==> config.mk <==
export PLATFORM = sky130hd
export DESIGN_NAME = uart_rx_oversampler_flat
export DESIGN_NICKNAME = d
export VERILOG_FILES = /design/src/rtl/uart_rx_oversampler_if.sv /design/src/rtl/uart_rx_oversampler.sv /design/src/flat_wrapper.sv
export SDC_FILE = /design/constraint.sdc
export NUM_CORES = 1
export LEC_CHECK = 0
export ABC_AREA = 1
export BUFFER_PORTS_ARGS = -buffer_cell sky130_fd_sc_hd__buf_2
export CORE_ASPECT_RATIO = 1.5
export CORE_MARGIN = 2
export CORE_UTILIZATION = 55
export CTS_CLUSTER_DIAMETER = 40
export DETAILED_ROUTE_END_ITERATION = 10
export HOLD_SLACK_MARGIN = 0.15
export PLACE_DENSITY_LB_ADDON = 0.3
export SLEW_MARGIN = 0
export SYNTH_ARGS = -nofsm -noshare
export SYNTH_HDL_FRONTEND = slang
export SYNTH_SLANG_ARGS = --single-unit
==> constraint.sdc <==
create_clock -name clk -period 1.85 [get_ports clk]
set_input_delay 0.2775 -clock clk [delete_from_list [all_inputs] [get_ports clk]]
set_output_delay 0.2775 -clock clk [all_outputs]
set_load 0.02 [all_outputs]
==> src/rtl/uart_rx_oversampler_if.sv <==
// Receive-side bus for uart_rx_oversampler: line input, enable, and the
// received byte with its status flags. The DUT uses the slave modport, the
// host/bench side uses the master modport.
interface uart_rx_oversampler_if;
    logic       rx_en;
    logic       rx_in;
    logic [7:0] rx_data;
    logic       rx_valid;
    logic       rx_busy;
    logic       frame_err;
    logic       parity_err;

    modport master (
        output rx_en,
        output rx_in,
        input  rx_data,
        input  rx_valid,
        input  rx_busy,
        input  frame_err,
        input  parity_err
    );

    modport slave (
        input  rx_en,
        input  rx_in,
        output rx_data,
        output rx_valid,
        output rx_busy,
        output frame_err,
        output parity_err
    );
endinterface

==> src/rtl/uart_rx_oversampler.sv <==
// UART receiver with 16x oversampling: synchronizes rx_in, detects the start
// edge, samples each bit at its centre and checks the stop bit. 8N1 by
// default; defining RX_PARITY_EN adds an even-parity bit (8E1) and drives
// parity_err.
module uart_rx_oversampler #(
    parameter int rx_sys_clk = 50000000,
    parameter int baud_rate  = 9600,
    parameter int OVERSAMPLE = 16
) (
    input  logic                 clk,
    input  logic                 rst,
    uart_rx_oversampler_if.slave bus
);
    localparam int DIV   = rx_sys_clk / (baud_rate * OVERSAMPLE);
    localparam int CNT_W = (DIV > 1) ? $clog2(DIV) : 1;
    localparam logic [CNT_W-1:0] TICK_LAST = CNT_W'(DIV - 1);
    localparam logic [3:0] MID_SAMPLE  = 4'd7;
    localparam logic [3:0] LAST_SAMPLE = 4'd15;

    typedef enum logic [2:0] {
        IDLE   = 3'd0,
        START  = 3'd1,
        DATA   = 3'd2,
        PARITY = 3'd3,
        STOP   = 3'd4
    } state_t;

    state_t           state_q;
    logic             sync1_q;
    logic             sync2_q;
    logic             rxs_prev_q;
    logic [CNT_W-1:0] tick_cnt_q;
    logic [CNT_W-1:0] tick_cnt_d;
    logic [3:0]       samp_cnt_q;
    logic [3:0]       samp_cnt_d;
    logic [2:0]       bit_idx_q;
    logic [7:0]       shift_q;
    logic [7:0]       data_q;
    logic             valid_q;
    logic             busy_q;
    logic             ferr_q;
`ifdef RX_PARITY_EN
    logic             par_q;
    logic             perr_q;
`endif
    logic             rxs;
    logic             start_edge;
    logic             tick;

    assign rxs        = sync2_q;
    assign start_edge = rxs_prev_q & ~rxs;
    // One tick per DIV clocks, only while a frame is in progress.
    assign tick       = bus.rx_en && (state_q != IDLE) && (tick_cnt_q == TICK_LAST);
    assign tick_cnt_d = tick ? '0 : tick_cnt_q + 1'b1;
    assign samp_cnt_d = samp_cnt_q + 4'd1;

    // Two-stage synchronizer for the asynchronous line plus a delayed copy for edge detection.
    always_ff @(posedge clk or negedge rst) begin
        if (!rst) begin
            sync1_q    <= 1'b1;
            sync2_q    <= 1'b1;
            rxs_prev_q <= 1'b1;
        end else begin
            sync1_q    <= bus.rx_in;
            sync2_q    <= sync1_q;
            rxs_prev_q <= sync2_q;
        end
    end

    // Frame FSM: tick/sample counting, bit capture and registered outputs.
    always_ff @(posedge clk or negedge rst) begin
        if (!rst) begin
            state_q    <= IDLE;
            tick_cnt_q <= '0;
            samp_cnt_q <= '0;
            bit_idx_q  <= '0;
            shift_q    <= '0;
            data_q     <= '0;
            valid_q    <= 1'b0;
            busy_q     <= 1'b0;
            ferr_q     <= 1'b0;
`ifdef RX_PARITY_EN
            par_q      <= 1'b0;
            perr_q     <= 1'b0;
`endif
        end else begin
            valid_q <= 1'b0;
            if (!bus.rx_en) begin
                // Disable aborts the frame; delivered data and flags are kept.
                state_q    <= IDLE;
                tick_cnt_q <= '0;
                samp_cnt_q <= '0;
                bit_idx_q  <= '0;
                busy_q     <= 1'b0;
            end else if (state_q == IDLE) begin
                tick_cnt_q <= '0;
                samp_cnt_q <= '0;
                bit_idx_q  <= '0;
                if (start_edge) begin
                    state_q <= START;
                    busy_q  <= 1'b1;
                end
            end else begin
                tick_cnt_q <= tick_cnt_d;
                if (tick) begin
                    samp_cnt_q <= samp_cnt_d;
                    case (state_q)
                        START: begin
                            // Half a bit in: confirm the start bit is still low.
                            if (samp_cnt_q == MID_SAMPLE) begin
                                samp_cnt_q <= '0;
                                if (!rxs) begin
                                    state_q <= DATA;
                                end else begin
                                    state_q <= IDLE;
                                    busy_q  <= 1'b0;
                                end
                            end
                        end
                        DATA: begin
                            if (samp_cnt_q == LAST_SAMPLE) begin
                                samp_cnt_q         <= '0;
                                shift_q[bit_idx_q] <= rxs;
                                bit_idx_q          <= bit_idx_q + 3'd1;
                                if (bit_idx_q == 3'd7) begin
`ifdef RX_PARITY_EN
                                    state_q <= PARITY;
`else
                                    state_q <= STOP;
`endif
                                end
                            end
                        end
`ifdef RX_PARITY_EN
                        PARITY: begin
                            if (samp_cnt_q == LAST_SAMPLE) begin
                                samp_cnt_q <= '0;
                                par_q      <= rxs;
                                state_q    <= STOP;
                            end
                        end
`endif
                        STOP: begin
                            // Byte is delivered even when the stop bit is bad.
                            if (samp_cnt_q == LAST_SAMPLE) begin
                                samp_cnt_q <= '0;
                                data_q     <= shift_q;
                                valid_q    <= 1'b1;
                                ferr_q     <= ~rxs;
`ifdef RX_PARITY_EN
                                perr_q     <= (^shift_q) ^ par_q;
`endif
                                state_q    <= IDLE;
                                busy_q     <= 1'b0;
                            end
                        end
                        default: begin
                            state_q <= IDLE;
                            busy_q  <= 1'b0;
                        end
                    endcase
                end
            end
        end
    end

    assign bus.rx_data   = data_q;
    assign bus.rx_valid  = valid_q;
    assign bus.rx_busy   = busy_q;
    assign bus.frame_err = ferr_q;
`ifdef RX_PARITY_EN
    assign bus.parity_err = perr_q;
`else
    assign bus.parity_err = 1'b0;
`endif
endmodule

==> src/flat_wrapper.sv <==
// flat-port wrapper written by rule: the top's interface ports become plain ports
module uart_rx_oversampler_flat 
#(
    parameter int rx_sys_clk = 50000000,
    parameter int baud_rate  = 9600,
    parameter int OVERSAMPLE = 16
)
  (clk, rst, bus_rx_en, bus_rx_in, bus_rx_data, bus_rx_valid, bus_rx_busy, bus_frame_err, bus_parity_err);
  uart_rx_oversampler_if bus_i ();
  input  logic clk;
  input  logic rst;
  input wire logic [$bits(bus_i.rx_en)-1:0] bus_rx_en;
  input wire logic [$bits(bus_i.rx_in)-1:0] bus_rx_in;
  output wire logic [$bits(bus_i.rx_data)-1:0] bus_rx_data;
  output wire logic [$bits(bus_i.rx_valid)-1:0] bus_rx_valid;
  output wire logic [$bits(bus_i.rx_busy)-1:0] bus_rx_busy;
  output wire logic [$bits(bus_i.frame_err)-1:0] bus_frame_err;
  output wire logic [$bits(bus_i.parity_err)-1:0] bus_parity_err;
  assign bus_i.rx_en = bus_rx_en;
  assign bus_i.rx_in = bus_rx_in;
  assign bus_rx_data = bus_i.rx_data;
  assign bus_rx_valid = bus_i.rx_valid;
  assign bus_rx_busy = bus_i.rx_busy;
  assign bus_frame_err = bus_i.frame_err;
  assign bus_parity_err = bus_i.parity_err;
  uart_rx_oversampler #(.rx_sys_clk(rx_sys_clk), .baud_rate(baud_rate), .OVERSAMPLE(OVERSAMPLE)) u_core (.clk(clk), .rst(rst), .bus(bus_i));
endmodule
# == After elaboration in Yosys (flattened, before gate mapping) ==
# Index checks and enable logic that the tools add are counted.
# totals
reg_bits,41
inputBits,4
word_cells,88
# classes
addsub,3
n_lt_le_gt_ge,2
n_eq_ne,17
muxes,40
bitwise,3
reduce_logical,11
# op_table
operator,n
$mux 3,13
$mux 9,3
$mux 4,5
$ne 4x2->1 const B,5
$mux 1,13
$reduce_and 6->1,2
$reduce_and 5->1,2
$add 9x1->9 const B,1
$eq 9x9->1 const B,1
$ne 3x1->1 const B,3
$pmux 3 s3,1
$bwmux 8,1
$pmux 4 s2,1
$eq 3x3->1 const B,2
$ne 3x2->1 const B,2
$add 4x1->4 const B,1
$eq 4x3->1 const B,1
$eq 4x4->1 const B,1
$lt 3x4->1 const B,1
$add 3x1->3 const B,1
$demux 1 s3,1
$eq 3x1->1 const B,1
$eq 3x2->1 const B,1
$ge 3x1->1 const B,1
9 further kinds,12

# == Longest topological paths before layout ==
# depth
depth_word,7
ltp_mapped,11
mapped_depth_nobuf,11

# == Worst setup path after synthesis ==
# Ideal clock, no wire load.
# synth_timing
path_type,register to register
startpoint,register u_core.tick_cnt_q[0]
endpoint,register u_core.ferr_q (netlist: u_core.bus.frame_err)
setup_time_ns,0.118
arrival_time_ns,1.298
t_required_ns,1.732
slack_ns,0.434
stages_incl_launch_ff,11
cell_sequence,dfrtp_1 -> inv_1 -> ha_1 -> nand2_1 -> nor2_1 -> nand2_2 -> inv_1 -> nand4_1 -> buf_4 -> nand2_1 -> o21ai_2
# synth_between
elab_chain_cells,3
# synth_rtl
element,line,source
from (decl),uart_rx_oversampler.sv:32,logic [CNT_W-1:0] tick_cnt_q;
from (signal assigned),uart_rx_oversampler.sv:104,tick_cnt_q <= tick_cnt_d;
$eq 9x9->1,uart_rx_oversampler.sv:53,assign tick = bus.rx_en && (state_q != IDLE) && (tick_cnt_q == TICK_LAST);
$logic_and 1x1->1,uart_rx_oversampler.sv:53,
$reduce_and 5->1 (no line),-,
to (signal assigned),uart_rx_oversampler.sv:149,ferr_q <= ~rxs;
to (decl),uart_rx_oversampler.sv:41,logic ferr_q;
# Every way passes these cells.
# A chain may end at the register's enable or synchronous reset.

# == Final worst setup path ==
# layout_timing
startpoint,register u_core.tick_cnt_q[0]
endpoint,register u_core.shift_q[4]
# layout_between
elab_chain_cells,3
# layout_rtl
element,line,source
$eq 9x9->1,uart_rx_oversampler.sv:53,
$logic_and 1x1->1,uart_rx_oversampler.sv:53,
$reduce_and 5->1 (no line),-,
"to (signal, indexed assignment)",uart_rx_oversampler.sv:123,shift_q[bit_idx_q] <= rxs;
to (decl),uart_rx_oversampler.sv:37,logic [7:0] shift_q;
# Every way passes these cells.

==> run_summary.xml <==
<?xml version="1.0" encoding="UTF-8"?>
<metrics>
  <group name="pwr">
    <metric name="internal_power" unit="mW">1.340</metric>
    <metric name="switchingPower" unit="mW">0.6575</metric>
    <metric name="p_sw_share" unit="%">32.91</metric>
    <metric name="share_of_total_power_in_combinational_logic" unit="%">22.1</metric>
    <metric name="clock_power_share" unit="%">28.5</metric>
    <metric name="power_leakage" unit="nW">1.197</metric>
    <metric name="total_chip_power" unit="mW">1.998</metric>
    <metric name="power.density_cell_area" unit="mW/mm^2">885.1</metric>
    <metric name="max-vdd-ir-drop" unit="mV">0.6443</metric>
    <metric name="pwr-share-seq" unit="%">49.4</metric>
  </group>
  <group name="placement">
    <metric name="gpl.final_weighted_congestion" unit="">0.8747</metric>
    <metric name="port_buffers" unit="">14</metric>
    <metric name="dp.cells" unit="">305</metric>
    <metric name="dp_hpwl" unit="mm">2.672</metric>
  </group>
  <group name="final_layout">
    <metric name="final.fill_count" unit="">328</metric>
    <metric name="area_grow_syn2layout" unit="%">11.15</metric>
    <metric name="num_antenna_cells" unit="">0</metric>
    <metric name="post_layout_nonfiller_instances" unit="">315</metric>
    <metric name="final_nets" unit="">280</metric>
    <metric name="drive_gt1_share" unit="%">17.28</metric>
  </group>
  <group name="sta">
    <metric name="total_of_endpoints_with_negative_setup_slack_in_the_final_report" unit="">0</metric>
    <metric name="layout_min_cycle_time" unit="ps">1610</metric>
    <metric name="hold_violations" unit="">0</metric>
    <metric name="timing.hold.ws" unit="ps">356.9</metric>
    <metric name="min_period_over_period" unit="%">87.05</metric>
    <metric name="report.final.slew_viol_count" unit="">0</metric>
    <metric name="max_freq" unit="MHz">621.0</metric>
    <metric name="grt_setup_unrepaired" unit="">no</metric>
    <metric name="final.setup.tns" unit="ps">0</metric>
    <metric name="worst_clock_skew" unit="ps">9.003</metric>
  </group>
  <group name="yosys">
    <metric name="synth.top_cells.by_area" unit="">dfrtp_1 47%, nand2_1 13%, nor2_1 5.5%</metric>
    <metric name="synth_top_area_cell" unit="">dfrtp_1</metric>
    <metric name="yosysTopAreaCellShare" unit="%">46.83</metric>
    <metric name="syn_area_per_cell" unit="um^2">8.188</metric>
    <metric name="synthesis.nets" unit="">257</metric>
    <metric name="netlist_instances" unit="">248</metric>
    <metric name="synth_top_flop_cell" unit="">dfrtp_1</metric>
    <metric name="ys_ff_latch" unit="">41</metric>
    <metric name="synthesis.yosys.warnings" unit="">0</metric>
    <metric name="edff_count_synth" unit="">0</metric>
    <metric name="synth_cell_type_count" unit="">28</metric>
    <metric name="synth_seq_area_share" unit="%">50.71</metric>
    <metric name="asyncSetResetFlopFracSynth" unit="%">100.0</metric>
    <metric name="synthesis.area" unit="mm^2">0.002031</metric>
  </group>
  <group name="status">
    <metric name="outcome" unit="">finished, final reports clean</metric>
  </group>
  <group name="floorplanning">
    <metric name="die_width" unit="um">53.62</metric>
    <metric name="core_area" unit="mm^2">0.003615</metric>
    <metric name="site_rows" unit="">27</metric>
    <metric name="design.die.area" unit="mm^2">0.004204</metric>
    <metric name="boundaryPins" unit="">16</metric>
    <metric name="floorplan.initialDensity" unit="%">56.18</metric>
    <metric name="floorplan.die.height" unit="um">78.42</metric>
  </group>
  <group name="grt">
    <metric name="globalRoute.totalOverflow" unit="">0</metric>
    <metric name="grt_start_max_net_pins" unit="">42</metric>
    <metric name="grt_pass1_vias" unit="">1592</metric>
    <metric name="grt_antenna_before_repair" unit="">0</metric>
    <metric name="grt_pass1_wl" unit="mm">6.610</metric>
    <metric name="global_route.usage.total" unit="%">21.38</metric>
  </group>
  <group name="hold_path">
    <metric name="hold_path_class" unit="">flop to flop</metric>
  </group>
  <group name="worst_setup_path">
    <metric name="cp.required" unit="ps">2040</metric>
    <metric name="crit_fanout" unit="">13</metric>
    <metric name="critical_path.startpoint_type" unit="">flop</metric>
    <metric name="setup.worst_path.end_class" unit="">flop</metric>
    <metric name="critical_path_class" unit="">flop to flop</metric>
    <metric name="worst_ep_arrival_time" unit="ps">1800</metric>
  </group>
  <group name="drt">
    <metric name="avgRoutedWirePerCell" unit="um">11.61</metric>
    <metric name="via_count" unit="">1611</metric>
    <metric name="detail_route.drc_violations" unit="">0</metric>
    <metric name="detailedRoute.firstPassIterationCount" unit="">4</metric>
    <metric name="vias_per_cell" unit="">5.114</metric>
    <metric name="postRouteWirelength" unit="mm">3.656</metric>
    <metric name="detail_route.iter0.violations" unit="">52</metric>
    <metric name="antenna_viol_nets_final" unit="">0</metric>
  </group>
  <group name="clock_network">
    <metric name="clock_tree_from_tritoncts" unit="">built</metric>
    <metric name="cts-htree-levels" unit="">2</metric>
    <metric name="path_clk_slew" unit="ps">80</metric>
    <metric name="source_to_sink_clock_delay_at_the_later_pin_of_the_worst_skew_pair" unit="ps">300</metric>
    <metric name="clock_sinks" unit="">41</metric>
    <metric name="cts_buffers" unit="">5</metric>
    <metric name="cts_repair_resize_count" unit="">0</metric>
    <metric name="cts.root.buffer_cell" unit="">clkbuf_8</metric>
    <metric name="maximum_clock_insertion_buffer_count" unit="">2</metric>
  </group>
  <group name="run">
    <metric name="drv.max_cap_violation_count" unit="">0</metric>
  </group>
</metrics>
## cells in the final DEF, fill, tap and decap left out, drive strengths merged
master       Yosys  final
nor2            34     34
o21ai           19     19
nor3             3      3
nand4            3      3
dfstp            3      3
inv             29     29
a21oi            6      6
a22o             1      1
clkbuf           0      5
xor2             1      1
buf              3     17
ha               5      5
clkinv           1      3
clkinvlp         0      1
nand2           75     75
nand3b           2      2
dlygate4sd3      0      2
dfrtp           38     38
conb             1      1
nand3           24     24
## power by group through the flow
stage / clock, mW / combinational, mW / sequential [mW]
finish: 0.569 / 0.442 / 0.987
detailed placement: 0 / 0.443 / 1.00
global route: 0.623 / 0.510 / 0.995
global placement: 0 / 0.434 / 1.00
CTS: 0.585 / 0.449 / 0.987
floorplan: 0 / 0.329 / 1.01
## metal layers
metal  GRT usage [%]  wire length, um  vias to the layer above
met1           23.80             1523                      747
met2           36.05             1937                       21
met5               0                0                        -
met3           5.894               99                        8
li1                -                -                      835
met4           10.51               96                        0
## Yosys cell counts (2+ instances only)
| cell type | count |
|---|---|
| nand2_1 | 70 |
| dfrtp_1 | 38 |
| nor2_1 | 30 |
| inv_1 | 24 |
| nand3_1 | 22 |
| o21ai_0 | 10 |
| o21ai_1 | 8 |
| a21oi_1 | 5 |
| ha_1 | 5 |
| inv_2 | 5 |
| dfstp_2 | 3 |
| nand2_2 | 3 |
| nand4_1 | 3 |
| nor3_1 | 3 |
| buf_4 | 2 |
| nand2_4 | 2 |
| nand3_2 | 2 |
| nand3b_1 | 2 |
| nor2_4 | 2 |
## final cells by class
cell class	count	area, um^2	area share, %
flip-flops and latches	41	1030	45.62
multi-input cells	174	862.1	38.19
inverters	30	112.6	4.989
well taps	43	53.80	2.384
repair buffers	19	112.6	4.989
clock buffers	5	68.82	3.049
clock inverters	3	17.52	0.7761
## kinds of logic after synthesis
logic type / share of synthesized area [%]
AO/OA/AOI/OAI: 7.024
adder cells (fa/ha/maj): 3.081
buffers and inverters: 6.839
XOR/XNOR: 0.4314
flip-flops: 50.71
other: 0.1847
AND/OR/NAND/NOR: 31.73
## what timing repair did
action	in CTS	in global routing
setup buffers	0	0
hold buffers	2	0
endpoints found under the hold margin	39	0
endpoints found under the setup margin	0	0
## critical path, stage by stage (launching register included)
cell	delay, ps
dfrtp_1	420
inv_1	70
ha_1	140
nand2_1	50
nor2_1	120
nand2_2	120
nor2_4	260
nand3_1	170
nand2_1	90
o21ai_1	60
## state kept, by name, summed over array words and instances (netlist names)
signal / cells
u_core.rxs: 1
u_core.bus.rx_busy: 1
u_core.state_q: 3
u_core.bus.rx_data: 8
u_core.bus.frame_err: 1
u_core.samp_cnt_q: 4
u_core.bit_idx_q: 3
u_core.sync1_q: 1
u_core.tick_cnt_q: 9
u_core.bus.rx_valid: 1
u_core.shift_q: 8
u_core.rxs_prev_q: 1
## per-stage QoR
step	utilization, %	instance area (um^2)	worst slack, ps
floorplan	-	2031	433.9
global placement	59.50	2151	252.6
detailed placement	59.50	2151	246.0
CTS	62.44	2257	216.8
global route	62.44	2257	25.31
finish	62.44	2257	239.6
## path summary, 6_finish.rpt
check	from	slack, ps	to	cells after the start
worst max-delay path	u_core.tick_cnt_q[0]	240	u_core.shift_q[4]	9
worst max register to register	u_core.tick_cnt_q[0]	240	u_core.shift_q[4]	9
max in group asynchronous	rst	920	u_core.rxs_prev_q	3
worst min register to register	u_core.sync1_q	360	u_core.rxs	0
min in group asynchronous	rst	560	u_core.tick_cnt_q[3]	3
worst min-delay path	u_core.sync1_q	360	u_core.rxs	0
(Power assumes the default switching activity.)
